==> config.mk <==
export PLATFORM = sky130hd
export DESIGN_NAME = branch_predict_ctrl
export DESIGN_NICKNAME = d
export VERILOG_FILES = /design/src/rtl/branch_pkg.sv /design/src/rtl/bht_table.sv /design/src/rtl/branch_predict_ctrl.sv
export SDC_FILE = /design/constraint.sdc
export NUM_CORES = 1
export LEC_CHECK = 0
export CAP_MARGIN = 10
export CORE_ASPECT_RATIO = 1.4
export CORE_UTILIZATION = 48
export CTS_CLUSTER_SIZE = 30
export DETAILED_ROUTE_END_ITERATION = 8
export GPL_ROUTABILITY_DRIVEN = 0
export PLACE_DENSITY = 0.77
export SLEW_MARGIN = 15
export SYNTH_ARGS = -nofsm -noshare
export SYNTH_HDL_FRONTEND = slang
export SYNTH_SLANG_ARGS = --single-unit
==> constraint.sdc <==
create_clock -name CLK -period 5 [get_ports CLK]
set_input_delay 0.5 -clock CLK [delete_from_list [all_inputs] [get_ports CLK]]
set_output_delay 0.5 -clock CLK [all_outputs]
set_load 0.01 [all_outputs]
==> src/rtl/branch_pkg.sv <==
// Shared types for the branch direction predictor:
// branch-type codes, BHT counter encodings, controller states.
package branch_pkg;

  typedef enum logic [2:0] {
    BR_NONE  = 3'd0,
    BR_Z_A   = 3'd1,
    BR_NZ_A  = 3'd2,
    BR_Z_B   = 3'd3,
    BR_NZ_B  = 3'd4,
    BR_Z_C   = 3'd5,
    BR_NZ_C  = 3'd6,
    BR_JUMP  = 3'd7
  } br_type_e;

  typedef enum logic [1:0] {
    SNT = 2'b00,
    WNT = 2'b01,
    WT  = 2'b10,
    ST  = 2'b11
  } ctr_e;

  typedef enum logic [1:0] {
    INIT  = 2'd0,
    READY = 2'd1,
    FLUSH = 2'd2
  } state_e;

  function automatic logic [1:0] sat_update(
    input logic [1:0] ctr,
    input logic       taken
  );
    logic [1:0] r;
    r = ctr;
    if (taken && ctr != ST)
      r = ctr + 2'd1;
    else if (!taken && ctr != SNT)
      r = ctr - 2'd1;
    return r;
  endfunction

  // Odd codes other than the jump test ZERO, even non-zero codes test NOTZERO.
  function automatic logic is_zero_type(input logic [2:0] t);
    return t[0] && (t != BR_JUMP);
  endfunction

  function automatic logic is_nz_type(input logic [2:0] t);
    return !t[0] && (t != BR_NONE);
  endfunction

endpackage

==> src/rtl/bht_table.sv <==
// Branch history table: 2-bit counters, async read for fetch,
// synchronous write doing either an init store or a saturating update.
module bht_table
  import branch_pkg::*;
#(
  parameter int INDEX_BITS = 6
) (
  input  logic                  clk,
  input  logic [INDEX_BITS-1:0] rd_idx,
  output logic [1:0]            rd_ctr,
  input  logic                  wr_en,
  input  logic                  wr_init,
  input  logic                  wr_taken,
  input  logic [INDEX_BITS-1:0] wr_idx
);

  localparam int DEPTH = 2 ** INDEX_BITS;

  logic [1:0] mem [DEPTH];

  assign rd_ctr = mem[rd_idx];

  always_ff @(posedge clk) begin
    if (wr_en) begin
      if (wr_init)
        mem[wr_idx] <= WNT;
      else
        mem[wr_idx] <= sat_update(mem[wr_idx], wr_taken);
    end
  end

endmodule

==> src/rtl/branch_predict_ctrl.sv <==
// Direction predictor plus misprediction redirect/flush sequencer
// with branch and mispredict statistics.
module branch_predict_ctrl
  import branch_pkg::*;
#(
  parameter int INDEX_BITS = 6,
  parameter int XLEN       = 32
) (
  input  logic            CLK,
  input  logic            RESET,
  input  logic            IF_VALID,
  input  logic [XLEN-1:0] IF_PC,
  output logic            PRED_TAKEN,
  input  logic            EX_VALID,
  input  logic [XLEN-1:0] EX_PC,
  input  logic [2:0]      EX_BRANCH_TYPE,
  input  logic            ZERO,
  input  logic            NOTZERO,
  input  logic            EX_PRED_TAKEN,
  input  logic [XLEN-1:0] EX_TARGET,
  input  logic            CLR_STATS,
  output logic            INIT_BUSY,
  output logic            REDIRECT,
  output logic [XLEN-1:0] REDIRECT_PC,
  output logic            FLUSH_IFID,
  output logic            FLUSH_IDEX,
  output logic [31:0]     BR_COUNT,
  output logic [31:0]     MISPRED_COUNT
);

  state_e                state;
  state_e                state_nx;
  logic [INDEX_BITS-1:0] init_idx;
  logic [INDEX_BITS-1:0] if_idx;
  logic [INDEX_BITS-1:0] ex_idx;
  logic [1:0]            if_ctr;
  logic                  actual;
  logic                  resolve;
  logic                  upd;
  logic                  mispred;
  logic                  wr_en;
  logic                  wr_init;
  logic [INDEX_BITS-1:0] wr_idx;
  logic                  unused_pc_bits;

  assign if_idx = IF_PC[INDEX_BITS+1:2];
  assign ex_idx = EX_PC[INDEX_BITS+1:2];
  assign unused_pc_bits = ^{IF_PC[XLEN-1:INDEX_BITS+2], IF_PC[1:0]};

  always_comb begin
    actual = 1'b0;
    unique case (1'b1)
      (EX_BRANCH_TYPE == BR_JUMP):  actual = 1'b1;
      is_zero_type(EX_BRANCH_TYPE): actual = ZERO;
      is_nz_type(EX_BRANCH_TYPE):   actual = NOTZERO;
      default:                      actual = 1'b0;
    endcase
  end

  assign resolve = (state == READY) && EX_VALID &&
                   (EX_BRANCH_TYPE != BR_NONE);
  assign upd     = resolve && (EX_BRANCH_TYPE != BR_JUMP);
  assign mispred = resolve && (actual != EX_PRED_TAKEN);

  assign wr_init = (state == INIT);
  assign wr_en   = wr_init || upd;
  assign wr_idx  = wr_init ? init_idx : ex_idx;

  bht_table #(
    .INDEX_BITS(INDEX_BITS)
  ) u_bht (
    .clk      (CLK),
    .rd_idx   (if_idx),
    .rd_ctr   (if_ctr),
    .wr_en    (wr_en),
    .wr_init  (wr_init),
    .wr_taken (actual),
    .wr_idx   (wr_idx)
  );

  always_ff @(posedge CLK) begin
    if (RESET) begin
      state    <= INIT;
      init_idx <= '0;
    end else begin
      state <= state_nx;
      if (state == INIT)
        init_idx <= init_idx + INDEX_BITS'(1);
    end
  end

  always_comb begin
    state_nx = state;
    case (state)
      INIT:    if (init_idx == '1) state_nx = READY;
      READY:   if (mispred) state_nx = FLUSH;
      FLUSH:   state_nx = READY;
      default: state_nx = INIT;
    endcase
  end

  // The FLUSH state is exactly the one-cycle redirect window.
  assign INIT_BUSY  = (state == INIT);
  assign REDIRECT   = (state == FLUSH);
  assign FLUSH_IFID = (state == FLUSH);
  assign FLUSH_IDEX = (state == FLUSH);
  assign PRED_TAKEN = (state == READY) && IF_VALID && if_ctr[1];

  always_ff @(posedge CLK) begin
    if (RESET)
      REDIRECT_PC <= '0;
    else if (mispred)
      REDIRECT_PC <= actual ? EX_TARGET : EX_PC + XLEN'(4);
  end

  always_ff @(posedge CLK) begin
    if (RESET || CLR_STATS) begin
      BR_COUNT      <= '0;
      MISPRED_COUNT <= '0;
    end else begin
      if (resolve && BR_COUNT != '1)
        BR_COUNT <= BR_COUNT + 32'd1;
      if (mispred && MISPRED_COUNT != '1)
        MISPRED_COUNT <= MISPRED_COUNT + 32'd1;
    end
  end

endmodule

# Yosys cells after proc, flatten, opt, wreduce, memory -nomap -nowiden
# Memories as Yosys holds them, arrays and structs flattened.
# Index checks and enable logic that the tools add are counted.
# Widths: inputs -> output; s select.
[totals]
elab_cells = 61
in_bits = 107
latchBits = 0
memories = 1
mem_bits_ro = 0
reg_bits = 104
output_inout_bits = 101
ramBits = 128
[mem_list]
columns = ["name", "depth", "word_bits", "read_ports", "rd_clocked_by_memory_dff", "wr", "line_no", "rtl"]
rows = [
  ["u_bht.mem", 64, 2, 2, 0, 1, "bht_table.sv:19", "logic [1:0] mem [DEPTH];"],
]
[classes]
addsub = 6
n_mux = 17
shift = 0
multipliers = 0
div = 0
n_lt_le_gt_ge = 0
n_bitwise = 1
eq_ne = 11
reduce_logical = 20
[op_table]
columns = ["op", "count"]
rows = [
  ["$add 32x1->32 const B", 2],
  ["$ne 32x32->1 const B", 2],
  ["$add 32x3->32 const B", 1],
  ["$mux 32", 1],
  ["$mux 2", 7],
  ["$logic_and 1x1->1", 12],
  ["$add 6x1->6 const B", 1],
  ["$eq 6x6->1 const B", 1],
  ["$mux 1", 6],
  ["$mux 6", 1],
  ["$pmux 2 s3", 1],
  ["$ne 2x2->1 const B", 2],
  ["$eq 3x3->1 const B", 1],
  ["$ne 3x3->1 const B", 1],
  ["$pmux 1 s3", 1],
  ["$reduce_bool 3->1", 1],
  ["$add 2x1->2 const B", 1],
  ["$eq 2x1->1 const B", 1],
  ["$eq 2x2->1 const B", 1],
  ["$logic_not 1->1", 2],
  ["$logic_not 2->1", 1],
  ["$logic_or 1x1->1", 2],
  ["$ne 2x1->1 const B", 1],
  ["$reduce_and 2->1", 1],
  ["other kinds (4)", 4],
]

# Depth between registers and ports, before layout
# Gate-level depths: netlist of run 1.
[logic_depth]
word_depth = 10
depth_mapped = 15
mapped_depth_nobuf = 13

# Modules after synthesis
# Synthesis of run 1 repeated with hierarchy kept, for this count alone.
[unflattened]
cells_unflattened = 1116
area_unflattened_um2 = 12069.1
[by_module_without_submodules]
columns = ["mod", "area_per_inst_um2", "cells_each", "instances", "seq_area_each_um2"]
rows = [
  ["bht_table", 6462.4, 421, 1, 3843.7],
  ["branch_predict_ctrl", 5606.6, 695, 1, 2082.0],
]

# Worst setup path after synthesis of run 1
# Ideal clock, no wire load.
[synth_path]
path_kind = "in2reg"
start = "input port EX_PC[3]"
end = "memory u_bht.mem[0][0] (data pin)"
arrival_time_ns = 4.302
slack_ns = 0.168
stages = 14
n_path_buf = 2
required_time_ns = 4.470
setup_time_ns = 0.530
path_cell_list = "clkbuf_1 -> and2_1 -> a22oi_1 -> buf_4 -> o22ai_1 -> nor4_1 -> o22ai_1 -> nor3_1 -> and2_1 -> inv_1 -> ha_1 -> mux2i_1 -> a21oi_1 -> o21bai_1"
[synth_between]
elab_chain_cells = 9
word_cells_on_any_way = 13
classes_between = "2 x add/sub; 1 x eq/ne; 6 x mux; 3 x reduce/logical; 1 x memory"
[synth_rtl]
columns = ["element", "line_no", "rtl"]
rows = [
  ["from (decl)", "branch_predict_ctrl.sv:15", "input logic [XLEN-1:0] EX_PC,"],
  ["$mux 6 (*)", "branch_predict_ctrl.sv:67", "assign wr_idx = wr_init ? init_idx : ex_idx;"],
  ["$mem_v2 64x2 (*)", "-", ""],
  ["branches (longest 3 deep; another with $sub 2x1->2)", "-", ""],
  ["$mux 2 (*)", "branch_pkg.sv:35", "if (taken && ctr != ST)"],
  ["$mux 2 (*)", "bht_table.sv:25", "if (wr_init)"],
  ["$mux 2 (*)", "bht_table.sv:24", "if (wr_en) begin"],
  ["$mux 2 (no line) (*)", "-", ""],
  ["to (decl)", "bht_table.sv:19", ""],
]
# Mark *: on every way between the ends. The select of a mux whose other input is x is not followed.

# Worst setup path in the final report of run 1
[layout_path]
start = "register state[1]"
end = "memory u_bht.mem[18][1] (data pin)"
[layout_between]
elab_chain_cells = 10
word_cells_on_any_way = 22
classes_between = "2 x add/sub; 2 x eq/ne; 9 x mux; 8 x reduce/logical; 1 x memory"
[layout_rtl]
columns = ["element", "line_no", "rtl"]
rows = [
  ["from (decl)", "branch_predict_ctrl.sv:31", "state_e state;"],
  ["from (signal assigned)", "branch_predict_ctrl.sv:86", "state <= state_nx;"],
  ["branches (longest 9 deep; another with $mem_v2 64x2)", "-", ""],
  ["$mux 2 (no line) (*)", "-", ""],
]
# Marks and branches as above.

==> results of run 1 <==
## power by group
group	internal (mW)	switching [mW]	total, mW
Combinational	0.166	0.214	0.379
Clock	0.945	0.719	1.66
Sequential	2.00	0.0112	2.01
## cell usage in the layout, fill, tap and decap left out, types with 12 or more instances in the layout
cell,n
o22ai_1,36
edfxtp_1,128
buf_4,38
mux4_2,21
nor3_1,26
dfxtp_1,104
inv_1,18
nand3_1,36
and2_1,12
nor2_1,213
and3_1,28
clkdlybuf4s50_1,181
xor2_1,50
xnor2_1,42
clkbuf_16,23
a211oi_1,33
a21oi_1,51
nand2_1,77
nand4_1,18
nand2b_1,18
## worst register-to-register path: stages, from the launching register on
cell and delay (ns):
dfxtp_1 0.31, buf_4 0.25, or2_1 0.42, inv_2 0.22
a21oi_2 0.51, nand2_1 0.11, a32oi_1 0.32, a21oi_1 0.14
nor4_1 0.30, buf_4 0.20, and2_1 0.14, inv_1 0.05
ha_1 0.19, nand2b_1 0.19, a31oi_1 0.30, a311oi_4 0.11
buf_12 0.20
## kinds of logic (layout without fill, tap and decap cells)
logic type	after synthesis	after routing	share of synthesized area, %
simple gates	499	499	21.04
flops	232	232	51.28
compound gates	190	190	11.29
xor+xnor	92	92	6.973
buf+inv	86	284	3.324
mux	35	35	5.436
fa+ha+maj	6	6	0.6497
## metal layers
layer  track usage [%]  vias up  part of all wire, %
li1                  -     4517                    -
met1             30.57     4757                   36
met5                 0        -                0.038
met3             5.093      126                  8.5
met4             14.50        2                  5.3
met2             48.67      541                   50
## through the flow
stage               power (mW)  instance area (sq um)  setup slack, ns
detailed placement       2.417                  13860           0.4451
finish                   4.052                  14570           0.7804
floorplan                2.247                  11550           0.1682
global placement         2.412                  13860           0.5272
CTS                      4.073                  14570           0.8703
global route             4.181                  14570           0.4570
## area by class of cell
type | instances | share of cell area, %
clock buffer | 27 | 4.053
sequential | 232 | 40.66
clock inverter | 14 | 0.8242
timing repair buffer | 224 | 15.08
inverter | 19 | 0.4894
tap | 306 | 2.627
multi-input combinational | 822 | 36.27
## state kept, by name (all words and copies together), names as in the netlist
signal / cells
init_idx: 6
u_bht.mem: 128
REDIRECT_PC: 32
MISPRED_COUNT: 32
BR_COUNT: 32
state: 2
## how the worst min path moves through the flow
stage                                   end  slack [ns]  cells past startpoint
6_report        REDIRECT_PC[8]$_SDFFE_PP0P_        0.45                      2
5_1_grt         REDIRECT_PC[8]$_SDFFE_PP0P_        0.47                      2
4_1_cts         REDIRECT_PC[8]$_SDFFE_PP0P_        0.45                      2
3_5_place_dp    REDIRECT_PC[8]$_SDFFE_PP0P_        0.45                      2
3_3_place_gp   REDIRECT_PC[13]$_SDFFE_PP0P_        0.44                      2
2_1_floorplan  REDIRECT_PC[13]$_SDFFE_PP0P_        0.48                      2
==> qor.yml, run 1 <==
detailed_routing:
  routed_via_density: 6.048
  routedWlPerCell_microns: 20.58
  route.antenna.remaining_nets: 0
  num_vias: 9943
  drc_errors: 0
  dr.pass1.iters: 5
  wl_microns: 33830
  drt_iter0_drc: 950
finish:
  fillers: 1944
  insertedDiodeCount: 0
  area_growth_syn_to_layout_pct: 26.12
  seqCellArea_sq_um: 5926
  fin_util_pct: 62.14
  drive_above_1_share_pct: 9.268
  stdcell_count: 1644
  fin_nets: 1435
  multi_input_area_sq_um: 5285
grt:
  grt.total_usage_pct: 27.15
  first_global_vias: 9606
  antenna_found_initial: 1
  grt_pass1_wl_microns: 51960
  gr-total-overflow: 0
  grt_max_degree: 65
setup_path:
  crit_start: "state[1]$_SDFFE_PP0P_"
  critPathSlowestCell: "a21oi_2"
  worstSetupEndpoint: "u_bht.mem[18][1]$_DFFE_PP_"
  crit_path_max_incr_delay_ns: 0.50
  critical_path_depth: 16
  reg2reg_from: "state[1]$_SDFFE_PP0P_"
  cp.arrival_ns: 4.47
  cpMostUsedCell: "buf_4"
  path_cells: "buf_4 > or2_1 > inv_2 > a21oi_2 > nand2_1 > a32oi_1 > a21oi_1 > nor4_1 > buf_4 > and2_1 > inv_1 > ha_1 > nand2b_1 > a31oi_1 > a311oi_4 > buf_12"
  path_max_fanout: 29
  startpoint_type: "flip-flop"
  cp_top_family: "compound AO/OA/AOI/OAI gates"
  critPathRequiredTime_ns: 5.25
  crit_buf_inv: 5
  reg2reg_depth: 16
  timing.rr.end: "u_bht.mem[18][1]$_DFFE_PP_"
  critPathKind: "flip-flop to flip-flop"
  end_kind: "flip-flop"
  regToRegSetupSlack_ns: 0.78
floorplanning:
  die_area_sq_um: 24710
  fp-row-count: 66
  initial_utilization_pct: 49.27
  core_sq_um: 23450
  pin_count: 208
  die_y_microns: 185.6
  die_w_microns: 133.1
timing:
  setup_viol: 0
  holdWs_ns: 0.4491
  final-hold-violation-count: 0
  fin_skew_ns: 0.01856
  min_period_ns: 4.220
  fin_crit_sh_pct: 84.39
  setup_tns_ns: 0
  fmax_mhz: 237.0
  slew_viol_final: 0
  relSlewSlack_pct: 31.97
  worstMarginPinSlew_ns: 1.011
  grt_setup_unrepaired: "no"
yosys:
  yosys_warnings: 0
  synth_seq_area_share_pct: 51.28
  postSynthCellCount: 1140
  synth_edf_count: 128
  synth_top_area_share_pct: 33.26
  synth.most_common_cell: "nor2_1"
  yosysTopAreaCell: "edfxtp_1"
  async_reset_ff_share_pct: 0
  synth_ff_type: "edfxtp_1"
  syn_nets: 1253
  yosys.cell_types.count: 73
  synth-seq-cells: 232
  ys_top_cells_by_area: "edfxtp_1, dfxtp_1, nor2_1, mux4_2, xor2_1"
  yosys-top-cells-count: "nor2_1, edfxtp_1, dfxtp_1"
  syn_area_sq_um: 11550
  syn_avg_cell_area_sq_um: 10.14
min_path:
  min_path_type: "flip-flop to flip-flop"
  hold_start: "REDIRECT_PC[8]$_SDFFE_PP0P_"
cts:
  clock-root-buffer: "clkbuf_16"
  cts_sinks: 232
  clkTransAtPathRegs_ns: 0.06
  postCtsSetupRepairBufs: 0
  cts_tree: "done"
  h-tree-depth: 1
  cts.repair.resized: 0
  cts_buffer_depth: 3
  numCtsBuffers: 23
  clk_latency_ns: 0.52
  hold_buffers: 0
place:
  port_buffers: 181
  dp.cells: 1603
  dp_hpwl_microns: 24310
power:
  irDropWorstVdd_uv: 336.7
  powerDensity_nw_per_um2: 278.0
  p_leak_nw: 5.043
status:
  outcome: "finished, final reports clean"
run:
  cap_violations: 0
(Power assumes the default switching activity.)
==> run 2, diff against run 1 <==
Clock period 5 ns to 3.7 ns, I/O delays scaled along.
==> qor.yml, run 2 (synthesis gave the netlist of run 1 again) <==
finish:
  regMostFlops: "u_bht.mem"
  layout_commonest_cell: "nor2_1"
  layout_common_cells: "nor2_1, clkdlybuf4s50_1, edfxtp_1"
  area_growth_syn_to_layout_pct: 36.00
  fillers: 1783  # -8.3%
  fin_nets: 1532  # +6.8%
  insertedDiodeCount: 0  # unchanged
  largest_reg_flops: 128  # unchanged
  drive_above_1_share_pct: 17.75  # +8.5 points
  fin_util_pct: 67.01  # +4.9 points
  final_area_sq_um: 15720  # +7.8%
floorplanning:
  pin_count: 208  # unchanged
  die_w_microns: 133.1  # unchanged
  die_area_sq_um: 24710  # unchanged
  core_sq_um: 23450  # unchanged
  die_y_microns: 185.6  # unchanged
  initial_utilization_pct: 49.27  # unchanged
  fp-row-count: 66  # unchanged
cts:
  clock-root-buffer: "clkbuf_16"
  cts_buffer_depth: 3  # unchanged
  clk_latency_ns: 0.53  # about the same
  hold_buffers: 0  # unchanged
  h-tree-depth: 1  # unchanged
  clkTransAtPathRegs_ns: 0.06  # about the same
  cts_tree: "done"
  cts_sinks: 232  # unchanged
  numCtsBuffers: 24  # +4.3%
min_path:
  min_path_type: "flip-flop to flip-flop"
  hold_end: "REDIRECT_PC[13]$_SDFFE_PP0P_"
  hold_start: "REDIRECT_PC[13]$_SDFFE_PP0P_"
  min_path_cells: 2  # unchanged
grt:
  grt.total_usage_pct: 28.87  # +1.7 points
  antenna_found_initial: 1  # unchanged
  grt_pass1_wl_microns: 54990  # +5.8%
  grt_max_degree: 61  # -6.2%
  first_global_vias: 10205  # +6.2%
  gr-total-overflow: 0  # unchanged
timing:
  fin_crit_sh_pct: 100.6  # +16 points
  relSlewSlack_pct: 34.94  # +3.0 points
  fin_skew_ns: 0.01734  # -0.001226 ns
  min_period_ns: 3.722  # -0.4980 ns
  setup_tns_ns: -0.2101  # -0.2101 ns
  holdWs_ns: 0.4544  # +0.005295 ns
  worstMarginPinSlew_ns: 0.9759  # -0.03524 ns
  grt_setup_unrepaired: "yes"
  setup_viol: 16  # +16
  fmax_mhz: 268.7  # +13%
  slew_viol_final: 0  # unchanged
  timing.final.ws_setup_ns: -0.02155  # -0.8020 ns
  final-hold-violation-count: 0  # unchanged
power:
  irDropWorstVdd_uv: 411.2  # +22%
  clkPwrFrac_pct: 42.1  # +1.0 points
  power_frac_comb_pct: 11.4  # +2.0 points
  p_leak_nw: 5.658  # +12%
  internal-power_mw: 4.459  # +44%
  switching_share_pct: 23.47  # +0.17 points
  powerDensity_nw_per_um2: 370.8  # +33%
  p_total_mw: 5.827  # +44%
  switching_power_mw: 1.368  # +45%
  p_seq_share_pct: 46.5  # -3.1 points
detailed_routing:
  routed_via_density: 6.075  # +0.45%
  routedWlPerCell_microns: 21.39  # +4.0%
  dr.pass1.iters: 6  # +1
  route.antenna.remaining_nets: 0  # unchanged
  wl_microns: 37290  # +10%
  drc_errors: 0  # unchanged
  drt_iter0_drc: 1020  # +7.4%
  num_vias: 10589  # +6.5%
setup_path:
  regToRegSetupSlack_ns: -0.02  # -0.80 ns
  crit_path_max_incr_delay_ns: 0.44  # -0.06 ns
  path_max_fanout: 8  # -72%
  critPathRequiredTime_ns: 4.09  # -1.16 ns
  critPathSlowestCell: "or3b_4"
  reg2reg_from: "state[0]$_SDFFE_PP0P_"
  timing.rr.end: "u_bht.mem[2][1]$_DFFE_PP_"
  cp.arrival_ns: 4.11  # -0.36 ns
  reg2reg_depth: 18  # +2
  critPathKind: "flip-flop to flip-flop"
  end_kind: "flip-flop"
  path_cells: "buf_12 > buf_6 > or3b_4 > buf_4 > and3_1 > a211oi_2 > nor3_2 > o22ai_1 > nor4_2 > buf_4 > and2_1 > inv_1 > ha_2 > nand2b_4 > a31oi_2 > a311oi_4 > buf_6 > clkbuf_16"
  startpoint_type: "flip-flop"
status:
  violations: "setup timing"
  outcome: "finished, violations left"
place:
  post_dp_cell_area_sq_um: 14540  # +4.9%
  port_buffers: 181  # unchanged
  dp_hpwl_microns: 26080  # +7.3%
run:
  cap_violations: 0  # unchanged
[run 2: cell count changes in the layout (fill, tap and decap cells not counted), moves of 3 or more]
| cell | before | now |
|---|---|---|
| buf_4 | 38 | 121 |
| buf_12 | 5 | 9 |
| dfxtp_1 | 104 | 100 |
| a211oi_1 | 33 | 29 |
| o21ai_0 | 9 | 6 |
| a211oi_2 | 0 | 3 |
| buf_6 | 0 | 5 |
| clkbuf_16 | 23 | 27 |
| o21ai_2 | 0 | 3 |
[run 2: power groups by stage]
stage                     Sequential, mW  Clock [mW]  Combinational [mW]
after detailed placement            2.76           0               0.585
after CTS                           2.71        2.48               0.620
final                               2.71        2.45               0.667
after global routing                2.71        2.57               0.696
after floorplan                     2.76           0               0.286
after global placement              2.76           0               0.576
[run 2: critical path: cells and delay by family, from the launching register on]
kind | cells | cell delay, ns
buffers and inverters | 7 | 1.01
flip-flops | 1 | 0.37
AND/OR/NAND/NOR | 6 | 1.13
adder cells (fa/ha/maj) | 1 | 0.17
AO/OA/AOI/OAI | 4 | 0.90
[run 2: cell type report]
class / instances / area, sq um / share of cell area (%)
Sequential cell: 232 / 5936 / 37.77
Multi-Input combinational cell: 822 / 5474 / 34.83
Timing Repair Buffer: 320 / 3053 / 19.43
Clock buffer: 28 / 636.9 / 4.053
Tap cell: 306 / 382.9 / 2.436
Clock inverter: 16 / 161.4 / 1.027
Inverter: 19 / 71.32 / 0.4538
[run 2: what timing repair did]
action | 4_1_cts | 5_1_grt
gates cloned | 2 | 3
setup buffers | 5 | 6
pin swaps | 4 | 10
gates resized for setup | 23 | 25
endpoints found under the setup margin | 129 | 128
[run 2: how the worst max path moves through the flow]
stage	to	start	slack (ns)	cells past startpoint
after floorplan	u_bht.mem[0][1]$_DFFE_PP_	state[0]$_SDFFE_PP0P_	-0.16	13
after CTS	u_bht.mem[13][1]$_DFFE_PP_	state[0]$_SDFFE_PP0P_	-0.01	17
after detailed placement	u_bht.mem[19][1]$_DFFE_PP_	EX_PC[4]	-0.32	16
after global routing	u_bht.mem[42][1]$_DFFE_PP_	state[0]$_SDFFE_PP0P_	-0.11	14
after global placement	u_bht.mem[55][1]$_DFFE_PP_	EX_PC[4]	-0.29	16
final	u_bht.mem[2][1]$_DFFE_PP_	state[0]$_SDFFE_PP0P_	-0.02	18
[run 2: through the flow]
stage / cells / worst slack, ns
2_1_floorplan: 1140 / -0.1629
3_5_place_dp: 1684 / -0.3199
3_3_place_gp: 1684 / -0.2858
5_1_grt: 1743 / -0.1150
4_1_cts: 1735 / -0.01016
6_report: 1743 / -0.02155
[run 2: metal layers]
layer	part of all wire, %	global-route usage, %
met1	34	31.20
met2	51	52.71
met3	8.9	4.902
met4	6.1	17.55
met5	0.035	0
